File: src/rtl/sram_like_pkg.sv
// Shared types and helpers for the SRAM-to-SRAM-like bus bridge.
// Latency: none (types and pure functions only).
// Backpressure: not applicable.
package sram_like_pkg;

  typedef enum logic [1:0] {
    ST_IDLE = 2'd0,
    ST_ADDR = 2'd1,
    ST_DATA = 2'd2,
    ST_HOLD = 2'd3
  } state_e;

  localparam logic [1:0] SZ_BYTE = 2'd0;
  localparam logic [1:0] SZ_HALF = 2'd1;
  localparam logic [1:0] SZ_WORD = 2'd2;

  typedef struct packed {
    logic [1:0] size;
    logic [1:0] off;
  } size_off_t;

  // Byte-enable mask to bus transfer size and low address bits.
  // Masks that are not a naturally aligned byte/half/word fall back to a word.
  function automatic size_off_t wen_to_size_off(input logic [3:0] wen);
    size_off_t r;
    r.size = SZ_WORD;
    r.off  = 2'd0;
    case (wen)
      4'b0001: begin r.size = SZ_BYTE; r.off = 2'd0; end
      4'b0010: begin r.size = SZ_BYTE; r.off = 2'd1; end
      4'b0100: begin r.size = SZ_BYTE; r.off = 2'd2; end
      4'b1000: begin r.size = SZ_BYTE; r.off = 2'd3; end
      4'b0011: begin r.size = SZ_HALF; r.off = 2'd0; end
      4'b1100: begin r.size = SZ_HALF; r.off = 2'd2; end
      default: begin r.size = SZ_WORD; r.off = 2'd0; end
    endcase
    return r;
  endfunction

  // kseg0/kseg1 (0x8000_0000-0xBFFF_FFFF) fold onto the low 512 MiB.
  function automatic logic [31:0] kseg_map(input logic [31:0] a);
    if (a[31:30] == 2'b10) begin
      return {3'b000, a[28:0]};
    end
    return a;
  endfunction

endpackage

File: src/rtl/sram_like_chan.sv
// One bridge channel: IDLE/ADDR/DATA/HOLD FSM with request and response registers.
// Latency: request on the bus one cycle after cpu_en; read data in HOLD one cycle after data_ok.
// Backpressure: bus outputs frozen while addr_ok is low; HOLD persists until global stall drops.
module sram_like_chan
  import sram_like_pkg::*;
#(
  parameter int ADDR_W   = 32,
  parameter int MAP_KSEG = 1
) (
  input  logic              clk,
  input  logic              rst,
  input  logic              cpu_en,
  input  logic [3:0]        cpu_wen,
  input  logic [1:0]        cpu_size,
  input  logic [ADDR_W-1:0] cpu_addr,
  input  logic [31:0]       cpu_wdata,
  output logic [31:0]       cpu_rdata,
  input  logic              stall,
  output logic              busy,
  output logic              bus_req,
  output logic              bus_wr,
  output logic [1:0]        bus_size,
  output logic [ADDR_W-1:0] bus_addr,
  output logic [31:0]       bus_wdata,
  input  logic              bus_addr_ok,
  input  logic              bus_data_ok,
  input  logic [31:0]       bus_rdata
);

  localparam logic [1:0] IDLE = ST_IDLE;
  localparam logic [1:0] ADDR = ST_ADDR;
  localparam logic [1:0] DATA = ST_DATA;
  localparam logic [1:0] HOLD = ST_HOLD;

  logic [1:0]        state;
  logic [ADDR_W-1:0] phys;
  logic              is_wr;
  size_off_t         so;
  logic              start;

  generate
    if (MAP_KSEG != 0) begin : g_kseg
      assign phys = ADDR_W'(kseg_map(32'(cpu_addr)));
    end else begin : g_pass
      assign phys = cpu_addr;
    end
  endgenerate

  assign is_wr = |cpu_wen;
  assign so    = wen_to_size_off(cpu_wen);
  assign start = (state == IDLE) && cpu_en;

  // A channel holds the pipeline while it has an unserved or in-flight access.
  assign busy    = start || (state == ADDR) || (state == DATA);
  assign bus_req = (state == ADDR);

  // Channel FSM; data_ok only matters in DATA, addr_ok only in ADDR.
  always_ff @(posedge clk or posedge rst) begin
    if (rst) begin
      state <= IDLE;
    end else begin
      case (state)
        IDLE:    if (cpu_en)      state <= ADDR;
        ADDR:    if (bus_addr_ok) state <= DATA;
        DATA:    if (bus_data_ok) state <= HOLD;
        HOLD:    if (!stall)      state <= IDLE;
        default:                  state <= IDLE;
      endcase
    end
  end

  // Request registers, loaded once on acceptance so the bus sees a stable request.
  always_ff @(posedge clk or posedge rst) begin
    if (rst) begin
      bus_wr    <= 1'b0;
      bus_size  <= 2'd0;
      bus_addr  <= '0;
      bus_wdata <= 32'd0;
    end else if (start) begin
      bus_wr    <= is_wr;
      bus_size  <= is_wr ? so.size : cpu_size;
      bus_addr  <= is_wr ? {phys[ADDR_W-1:2], so.off} : phys;
      bus_wdata <= cpu_wdata;
    end
  end

  // Response register; stays put through HOLD until the global release.
  always_ff @(posedge clk or posedge rst) begin
    if (rst) begin
      cpu_rdata <= 32'd0;
    end else if ((state == DATA) && bus_data_ok) begin
      cpu_rdata <= bus_rdata;
    end
  end

endmodule

File: src/rtl/sram_like_bridge.sv
// NCH-channel bridge from single-cycle SRAM ports to a req/addr_ok/data_ok bus.
// Latency: minimum 3 stalled cycles per access, released in the fourth.
// Backpressure: one global stall held until every active channel reaches HOLD.
module sram_like_bridge
  import sram_like_pkg::*;
#(
  parameter int NCH      = 2,
  parameter int ADDR_W   = 32,
  parameter int MAP_KSEG = 1
) (
  input  logic                  clk,
  input  logic                  rst,
  input  logic [NCH-1:0]        cpu_en,
  input  logic [4*NCH-1:0]      cpu_wen,
  input  logic [2*NCH-1:0]      cpu_size,
  input  logic [ADDR_W*NCH-1:0] cpu_addr,
  input  logic [32*NCH-1:0]     cpu_wdata,
  output logic [32*NCH-1:0]     cpu_rdata,
  output logic                  stall,
  output logic [NCH-1:0]        bus_req,
  output logic [NCH-1:0]        bus_wr,
  output logic [2*NCH-1:0]      bus_size,
  output logic [ADDR_W*NCH-1:0] bus_addr,
  output logic [32*NCH-1:0]     bus_wdata,
  input  logic [NCH-1:0]        bus_addr_ok,
  input  logic [NCH-1:0]        bus_data_ok,
  input  logic [32*NCH-1:0]     bus_rdata
);

  logic [NCH-1:0] busy;

  assign stall = |busy;

  generate
    for (genvar c = 0; c < NCH; c++) begin : g_ch
      sram_like_chan #(
        .ADDR_W   (ADDR_W),
        .MAP_KSEG (MAP_KSEG)
      ) u_chan (
        .clk         (clk),
        .rst         (rst),
        .cpu_en      (cpu_en[c]),
        .cpu_wen     (cpu_wen[4*c +: 4]),
        .cpu_size    (cpu_size[2*c +: 2]),
        .cpu_addr    (cpu_addr[ADDR_W*c +: ADDR_W]),
        .cpu_wdata   (cpu_wdata[32*c +: 32]),
        .cpu_rdata   (cpu_rdata[32*c +: 32]),
        .stall       (stall),
        .busy        (busy[c]),
        .bus_req     (bus_req[c]),
        .bus_wr      (bus_wr[c]),
        .bus_size    (bus_size[2*c +: 2]),
        .bus_addr    (bus_addr[ADDR_W*c +: ADDR_W]),
        .bus_wdata   (bus_wdata[32*c +: 32]),
        .bus_addr_ok (bus_addr_ok[c]),
        .bus_data_ok (bus_data_ok[c]),
        .bus_rdata   (bus_rdata[32*c +: 32])
      );
    end
  endgenerate

endmodule

File: config.mk
export PLATFORM = sky130hd
export DESIGN_NAME = sram_like_bridge
export DESIGN_NICKNAME = d
export VERILOG_FILES = /design/src/rtl/sram_like_pkg.sv /design/src/rtl/sram_like_chan.sv /design/src/rtl/sram_like_bridge.sv
export SDC_FILE = /design/constraint.sdc
export NUM_CORES = 1
export LEC_CHECK = 0
export BUFFER_PORTS_ARGS = -buffer_cell sky130_fd_sc_hd__buf_2
export CAP_MARGIN = 20
export CELL_PAD_IN_SITES_DETAIL_PLACEMENT = 1
export CELL_PAD_IN_SITES_GLOBAL_PLACEMENT = 2
export CORE_ASPECT_RATIO = 1.4
export CORE_MARGIN = 2
export CORE_UTILIZATION = 29
export CTS_BUF_LIST = sky130_fd_sc_hd__clkbuf_8
export CTS_CLUSTER_DIAMETER = 80
export DETAILED_ROUTE_END_ITERATION = 8
export GPL_ROUTABILITY_DRIVEN = 0
export PLACE_DENSITY_LB_ADDON = 0.1
export SLEW_MARGIN = 25
export SYNTH_ARGS = -nofsm -noshare
export SYNTH_HDL_FRONTEND = slang
export SYNTH_SLANG_ARGS = --single-unit
export TNS_END_PERCENT = 30
File: constraint.sdc
create_clock -name clk -period 8.5 [get_ports clk]
set_input_delay 1.7 -clock clk [delete_from_list [all_inputs] [get_ports clk]]
set_output_delay 1.7 -clock clk [all_outputs]
set_load 0.05 [all_outputs]
==> flow_results.org, run 1 <==
** Clocking
- Clock-pin slew was measured on the worst setup and hold paths at approximately 60 ps.
- TritonCTS clock tree :: yes
- The longest clock path from root to sink contains 3 buffers.
- Clock latency reported for the late side of the worst-skew pair :: 520 ps
- Cts-stage hold buffer count :: 0
- Count of buffers added by post-CTS timing repair for setup :: 0
- Clock tree synthesis selected as its root buffer the cell clkbuf_8.
- Maximum level of the CTS H-tree :: 2
- TritonCTS created 36 clock buffers.
- Sinks on Clock Net :: ~200
- Number of resized instances in the post-cts repair step :: 0

** Timing
- The count of pins over their slew limit came to 0.
- Between clock sinks in the finished design, the worst skew comes to 9.41 ps.
- Achievable clock frequency :: around 0.21 GHz
- Final setup violation count :: 0
- Of the available clock period, the critical path in the final layout requires between 50% and 60%.
- Tightest slew margin relative to the limit :: roughly 37%
- Minimum period implied by the final worst setup slack :: roughly 4800 ps
- RSZ-0062 raised after global routing :: false
- Summed over all failing endpoints, the final setup total negative slack is 0 ps.
- Final Hold Viols :: 0
- Worst Max-Slew Pin Slew :: ~950 ps

** Global routing
- Global-route wire length before repair :: about 36000 um
- Entering global routing, the biggest net connects between 100 and 150 pins.
- The number of global-route vias before repair came to 6588.
- The number of antenna violations at the first check in global routing was 9.
- For this run the aggregate overflow at the end of global routing stands at 0.
- In the global route stage, overall resource usage came out at about 17%.

** Floorplan
- Die height :: about 200 um
- In this run the count of I/O pins placed on the die edge is between 400 and 500.
- The floorplan step set the die width to between 100 and 150 um.
- Number of rows created at floorplan :: about 70
- The initial utilization of the core area, before any placement, comes to between 20 and 30%.
- The die covers around 0.028 sq mm.
- Core Region :: about 0.027 sq mm

** Status
- Result of the run :: finished clean

** Worst setup path
- Slowest stage cell, crit path :: buf_4
- Largest delay contributor family on the critical path :: buffers and inverters
- Data required time of the critical path :: about 7000 ps
- Cell depth of the worst flop-to-flop path :: 7
- CP peak stage delay :: 700 ps
- Capture point of the critical path :: stall
- For flop-to-flop paths, the worst setup slack is 5920 ps.
- CP most frequent cell :: buf_2
- The worst setup path is of the input port to output pin kind.
- Crit start category :: input port
- In this run the critical register-to-register path is launched from g_ch[0].u_chan.state[0].
- The critical path contains buffers and inverters numbering 3 combined.
- Traced cell by cell, the critical path runs through buf_2 -> nand2_2 -> buf_4 -> nand3_2 -> buf_2.
- Crit end category :: output pin
- The most critical setup path has its startpoint at cpu_en[0].
- The critical path crosses 5 cells after its start point.
- Crit path max fanout :: 74
- The worst register-to-register path ends at g_ch[0].u_chan.state[1].
- Arrival time of the worst setup path :: 3070 ps

** Logic synthesis
- Syn Area/Cell :: 15.5 sq um
- Synth warn :: 0
- Net count of the mapped netlist :: between 700 and 800
- Gate Count Post-Synth :: slightly above 500
- Synth cell types :: 28
- Summing every instance area after synthesis gives between 0.007 and 0.008 sq mm.
- Register area share after synthesis :: approximately 65%
- Number of storage elements in the synthesis netlist :: a little over 200

** Final layout
- # nets final :: 1154
- In the layout the commonest cells are buf_2 (412), dfrtp_1 (202), mux2_2 (184), clkbuf_8 (42), inv_1 (29).
- Area growth from synthesis to layout :: 39.6%
- Post-route cell area :: about 0.011 sq mm
- Number of inserted filler cells in the final layout :: roughly 3k
- The library cell used most frequently in the layout, excluding fill and tap cells, is buf_2.
- Fraction of layout instances using a drive strength above 1 :: approximately 68%
- At the end of the flow the core is filled with cells to ~40%.

** Routing
- Vias :: between 5k and 6k
- In the routed design, unresolved DRC markers number 0.
- Post-detailed-route wirelength per cell :: ~18 um
- In this run, the number of DRC markers left after iteration 0 of detailed routing was approximately 130.
- TritonRoute pass-1 iters :: 4
- Remaining number of nets flagged by the antenna check after routing :: 0
- Wires add up to between 20000 and 25000 um.
- Vias/cell :: 4.35

** Run
- Total of max-cap violations :: 0

** Placed design
- Post-detailed-placement cell area :: around 0.01 sq mm
- Detailed placement ended at an HPWL of about 18000 um.
- Port-buffer cells :: just over 400

** Hold path
- Worst min-delay path category :: flip-flop to flip-flop
area by class of cell:
class / count / area, sq um / share of cell area (%)
Multi-Input combinational cell: 263 / 2610 / 23.8
Sequential cell: 202 / 5050 / 46.2
Clock buffer: 42 / 578 / 5.29
Clock inverter: 18 / 68.8 / 0.629
Timing Repair Buffer: 417 / 2100 / 19.2
Antenna cell: 5 / 12.5 / 0.114
Tap cell: 365 / 457 / 4.18
Inverter: 13 / 56.3 / 0.515
state kept, by name (all words and copies together) (netlist names):
signal / count
g_ch.u_chan.bus_wdata: 64
g_ch.u_chan.cpu_rdata: 64
g_ch.u_chan.bus_wr: 2
g_ch.u_chan.bus_addr: 64
g_ch.u_chan.state: 4
g_ch.u_chan.bus_size: 4
cells in the mapped netlist (all sizes together):
cell | instances | share of area, %
xnor2 | 1 | 0.11
mux2 | 186 | 27
nand2 | 16 | 0.77
nor2 | 11 | 0.53
clkbuf | 4 | 0.19
a21oi | 5 | 0.32
mux2i | 2 | 0.26
a211oi | 1 | 0.096
a221o | 4 | 0.54
dfrtp | 202 | 65
nand3 | 1 | 0.13
o21ai | 12 | 0.77
nor2b | 1 | 0.080
nor4bb | 1 | 0.13
nor4 | 4 | 0.40
o22ai | 2 | 0.16
o31ai | 3 | 0.29
ha | 9 | 1.4
inv | 13 | 0.62
buf | 22 | 1.4
a31oi | 2 | 0.16
and2 | 1 | 0.080
o31a | 1 | 0.11
stage by stage:
step | setup slack, ps | cells | hold slack, ps
after floorplan | 1290 | 504 | 451
after global placement | 3670 | 1260 | 463
after detailed placement | 3660 | 1260 | 469
after CTS | 3660 | 1320 | 482
after global routing | 3580 | 1324 | 514
final | 3730 | 1325 | 474
worst min-delay path by stage:
stage,start,to,slack [ps],cells after the start
finish,g_ch[0].u_chan.bus_addr[31],g_ch[0].u_chan.bus_addr[31],470,2
global placement,g_ch[1].u_chan.bus_size[1],g_ch[1].u_chan.bus_size[1],460,2
floorplan,g_ch[0].u_chan.bus_wr,g_ch[0].u_chan.bus_wr,450,2
detailed placement,g_ch[1].u_chan.bus_size[1],g_ch[1].u_chan.bus_size[1],470,2
global route,g_ch[0].u_chan.bus_addr[17],g_ch[0].u_chan.bus_addr[17],510,1
CTS,g_ch[1].u_chan.bus_size[1],g_ch[1].u_chan.bus_size[1],480,2
worst reg2reg max path: stages, from the launching register on:
cell     delay, ps
dfrtp_1        380
inv_1           90
ha_1           250
nand2_2         70
buf_4          700
nand3_2        210
a221o_2        450
mux2_4         310
logic make-up (layout without fill, tap and decap cells):
group / Yosys count / count (layout) / share of synthesized area (%)
adders and majority gates: 9 / 9 / 1.44
buffers and inverters: 39 / 490 / 2.25
AOI/OAI and AO/OA: 30 / 30 / 2.44
muxes: 188 / 188 / 27.1
and+or+nand+nor: 35 / 35 / 2.11
xor gates and xnor gates: 1 / 1 / 0.112
other: 0 / 5 / 0
DFF: 202 / 202 / 64.5
per-layer routing:
metal | global-route usage [%] | wire length [um] | up-vias
met5 | 0 | 57 | -
met4 | 7.70 | 898 | 8
met3 | 6.84 | 2370 | 58
met2 | 30.0 | 12800 | 279
met1 | 16.2 | 7880 | 2799
li1 | - | - | 2622
Power of run 1 is not shown: default switching activity piles up to over one toggle a cycle in this logic, so the estimate is an artifact.
==> inputs of run 2 (changes only) <==
--- a/config.mk
+++ b/config.mk
@@ -11,7 +11,7 @@
 export CELL_PAD_IN_SITES_GLOBAL_PLACEMENT = 2
 export CORE_ASPECT_RATIO = 1.4
 export CORE_MARGIN = 2
-export CORE_UTILIZATION = 29
+export CORE_UTILIZATION = 26
 export CTS_BUF_LIST = sky130_fd_sc_hd__clkbuf_8
 export CTS_CLUSTER_DIAMETER = 80
 export DETAILED_ROUTE_END_ITERATION = 8
==> constraint.sdc (replaced) <==
create_clock -name clk -period 4.25 [get_ports clk]
set_input_delay 0.85 -clock clk [delete_from_list [all_inputs] [get_ports clk]]
set_output_delay 0.85 -clock clk [all_outputs]
set_load 0.05 [all_outputs]
==> run 2 against run 1 <==
Net effect:
- worst hold slack is essentially flat
- clock skew is 2.7 ps higher
- global-route usage shrank 1.9 points
- largest cell class unchanged
- highest routed layer unchanged
==> flow_results.org, run 2 (synthesis results as in run 1) <==
** Status
- The run finished with clean final reports.

** Floorplan
- Number of rows created at floorplan :: 75 (+5.6%)
- The I/O pin count was 413 (unchanged).
- The total die area came to 0.0315 sq mm (+11%).
- Chip width :: 151 um (+5.5%)
- The area of the placeable core was 0.0298 sq mm (+12%).
- Die height :: 209 um (+5.5%)
- Effective utilization at floorplan :: 26.2% (-3.0 points)

** Worst setup path
- Crit Path Class :: flip-flop to output pin
- Arrival time of the worst setup path :: 1950 ps (-1120 ps)
- Cell chain of the critical path :: inv_1 -> ha_1 -> nor4_2 -> nand3_2 -> buf_2
- For this design, the slowest cell found on the critical path is dfrtp_1.
- Largest delay contributor family on the critical path :: simple AND/OR/NAND/NOR gates
- Data required time of the critical path :: 3400 ps (-3400 ps)
- CP peak stage delay :: 370 ps (-330 ps)
- The number of buffer and inverter stages on the critical path is 2 (-1).
- Crit end category :: output pin
- The maximum net fanout on the critical path is 4 (-95%).
- Crit start category :: flip-flop

** Routing
- The average via count per standard cell came to 4.32 (-0.81%).
- The final antenna-violating net count is 0 (unchanged).
- Total DRC errors in the routed layout :: 0 (unchanged)
- The final wirelength came to 23600 um (-1.5%).
- The number of design-rule violations left by the first detailed-router iteration came to 110 (-12%).
- The detailed-router iteration count before antenna repair came to 4 (unchanged).
- The count of vias placed by the detailed router is 5810 (+0.76%).
- The average routed wire per standard cell is 17.6 um (-3.0%).

** Timing
- The transition time at the pin with the least slew margin came to 906 ps (-42.0 ps).
- Subtracting the final worst setup slack from the clock period gives 2800 ps.
- The setup TNS is 0 ps (unchanged).
- Achievable clock frequency :: between 0.3 and 0.4 GHz
- Fin. max-slew vios :: 0 (unchanged)
- The number of failing setup endpoints in the final timing report is 0 (unchanged).
- RSZ-0062 raised after global routing :: false
- After layout, the worst path uses about two thirds of the clock period.
- Tightest slew margin relative to the limit :: 39.6% (+2.8 points)
- The setup skew after layout was 12.1 ps (+2.73 ps).
- Final Hold Viols :: 0 (unchanged)

** Clocking
- The number of buffers inserted for hold repair after clock tree synthesis was 0 (unchanged).
- TritonCTS clock tree :: yes
- Clock tree root driver cell :: clkbuf_8
- The insertion delay to the later sink of the worst-skew pair came to 530 ps (about the same).
- Sinks on Clock Net :: 202 (unchanged)
- The H-tree depth reported by CTS came to 2 (unchanged).
- The number of CTS-inserted buffers is 37 (+2.8%).
- Number of resized instances in the post-cts repair step :: 0 (unchanged)
- The count of buffers added by post-CTS timing repair for setup came to 0 (unchanged).
- Clock buffer depth :: 3 (unchanged)
- Clock transition at the registers of the reported paths :: 60 ps (about the same)

** Final layout
- Non-filler cells in the finished layout :: 1346 (+1.6%)
- The area occupied by multi-input gates came to 0.00261 sq mm (unchanged).
- Area growth from synthesis to layout :: 41.0%
- Post-route cell area :: 0.0110 sq mm (+1.0%)
- Leaving out fill and tap cells, the most frequent cells in the layout are buf_2 (412), dfrtp_1 (202), mux2_2 (184), clkbuf_8 (47), inv_1 (24).
- Biggest regs :: g_ch.u_chan.bus_addr: 64 flops, g_ch.u_chan.bus_wdata: 64 flops, g_ch.u_chan.cpu_rdata: 64 flops
- The library cell used most frequently in the layout, excluding fill and tap cells, is buf_2.
- The share of final-layout standard cells stronger than drive strength 1 is 69.0% (+0.65 points).
- # nets final :: 1156 (+0.17%)
- Area occupied by registers :: 0.00505 sq mm (unchanged)
- Number of inserted filler cells in the final layout :: 3318 (+13%)

** Global routing
- The wire length of the first global-routing pass came to 35600 um (-1.4%).
- The largest net degree at the start of global routing came to 91 (-29%).
- Global route overflow :: 0 (unchanged)
- The number of antenna violations at the first check in global routing was 4 (-5).
- Global-route usage over all layers :: 14.7% (-1.9 points)
- Via count of the first global-routing pass :: 6540 (-0.73%)

** Run
- Total of max-cap violations :: 0 (unchanged)

** Placed design
- Port-buffer cells :: 412 (unchanged)
- The total placed instance area is 0.0103 sq mm (+0.52%).
- Placed Instances :: 1281 (+1.7%)
- The detailed placer's ending HPWL is 17900 um (-0.63%).

** Hold path
- The tightest min-delay check is of the flip-flop to flip-flop type.
-- run 2: cell count changes in the layout (fill, tap and decap cells not counted) --
cell	delta
diode_2	-3
clkinv_2	+2
buf_6	-1
buf_12	+2
inv_1	-5
inv_8	-1
clkinvlp_4	+2
clkbuf_8	+5
-- run 2: final timing paths --
| kind | startpoint | to | slack (ps) | cells after the start |
|---|---|---|---|---|
| min reg2reg | g_ch[0].u_chan.bus_addr[29] | g_ch[0].u_chan.bus_addr[29] | 470 | 2 |
| max in group asynchronous | rst | g_ch[0].u_chan.cpu_rdata[10] | 2770 | 3 |
| min in group asynchronous | rst | g_ch[0].u_chan.bus_addr[8] | 490 | 2 |
| max reg2reg | g_ch[1].u_chan.state[1] | g_ch[1].u_chan.bus_size[0] | 2080 | 6 |
| min | g_ch[0].u_chan.bus_addr[29] | g_ch[0].u_chan.bus_addr[29] | 470 | 2 |
| max | g_ch[1].u_chan.state[0] | stall | 1450 | 5 |
-- run 2: metal layers --
| layer | share of wire (%) | track usage, % | vias to the layer above |
|---|---|---|---|
| met5 | 0.13 | 0 | - |
| met1 | 33 | 14.1 | 2863 |
| met3 | 10 | 5.83 | 49 |
| met2 | 54 | 27.3 | 262 |
| li1 | - | - | 2632 |
| met4 | 3.2 | 6.09 | 4 |
-- run 2: area by class of cell --
cell class              instances  share of cell area (%)
diodes                          2                  0.0453
clock buffers                  47                    5.86
clock inverters                16                   0.612
inverters                      13                   0.476
multi-input cells             263                    23.6
flip-flops and latches        202                    45.8
well taps                     385                    4.36
repair buffers                418                    19.3
-- run 2: stage by stage --
step	hold slack (ps)	setup slack, ps	util, %
after floorplan	451	784	-
after global placement	463	1850	34.6
after detailed placement	465	1790	34.6
after CTS	480	1370	37.0
after global routing	506	1260	37.0
final	474	1450	37.0
-- run 2: worst register-to-register path: stages, from the launching register on --
cell     delay, ps
dfrtp_1        400
inv_1          100
ha_1           240
nand2_2         90
buf_4          690
nor2b_1        200
a221o_1        330
Power of run 2 is left out for the same reason.
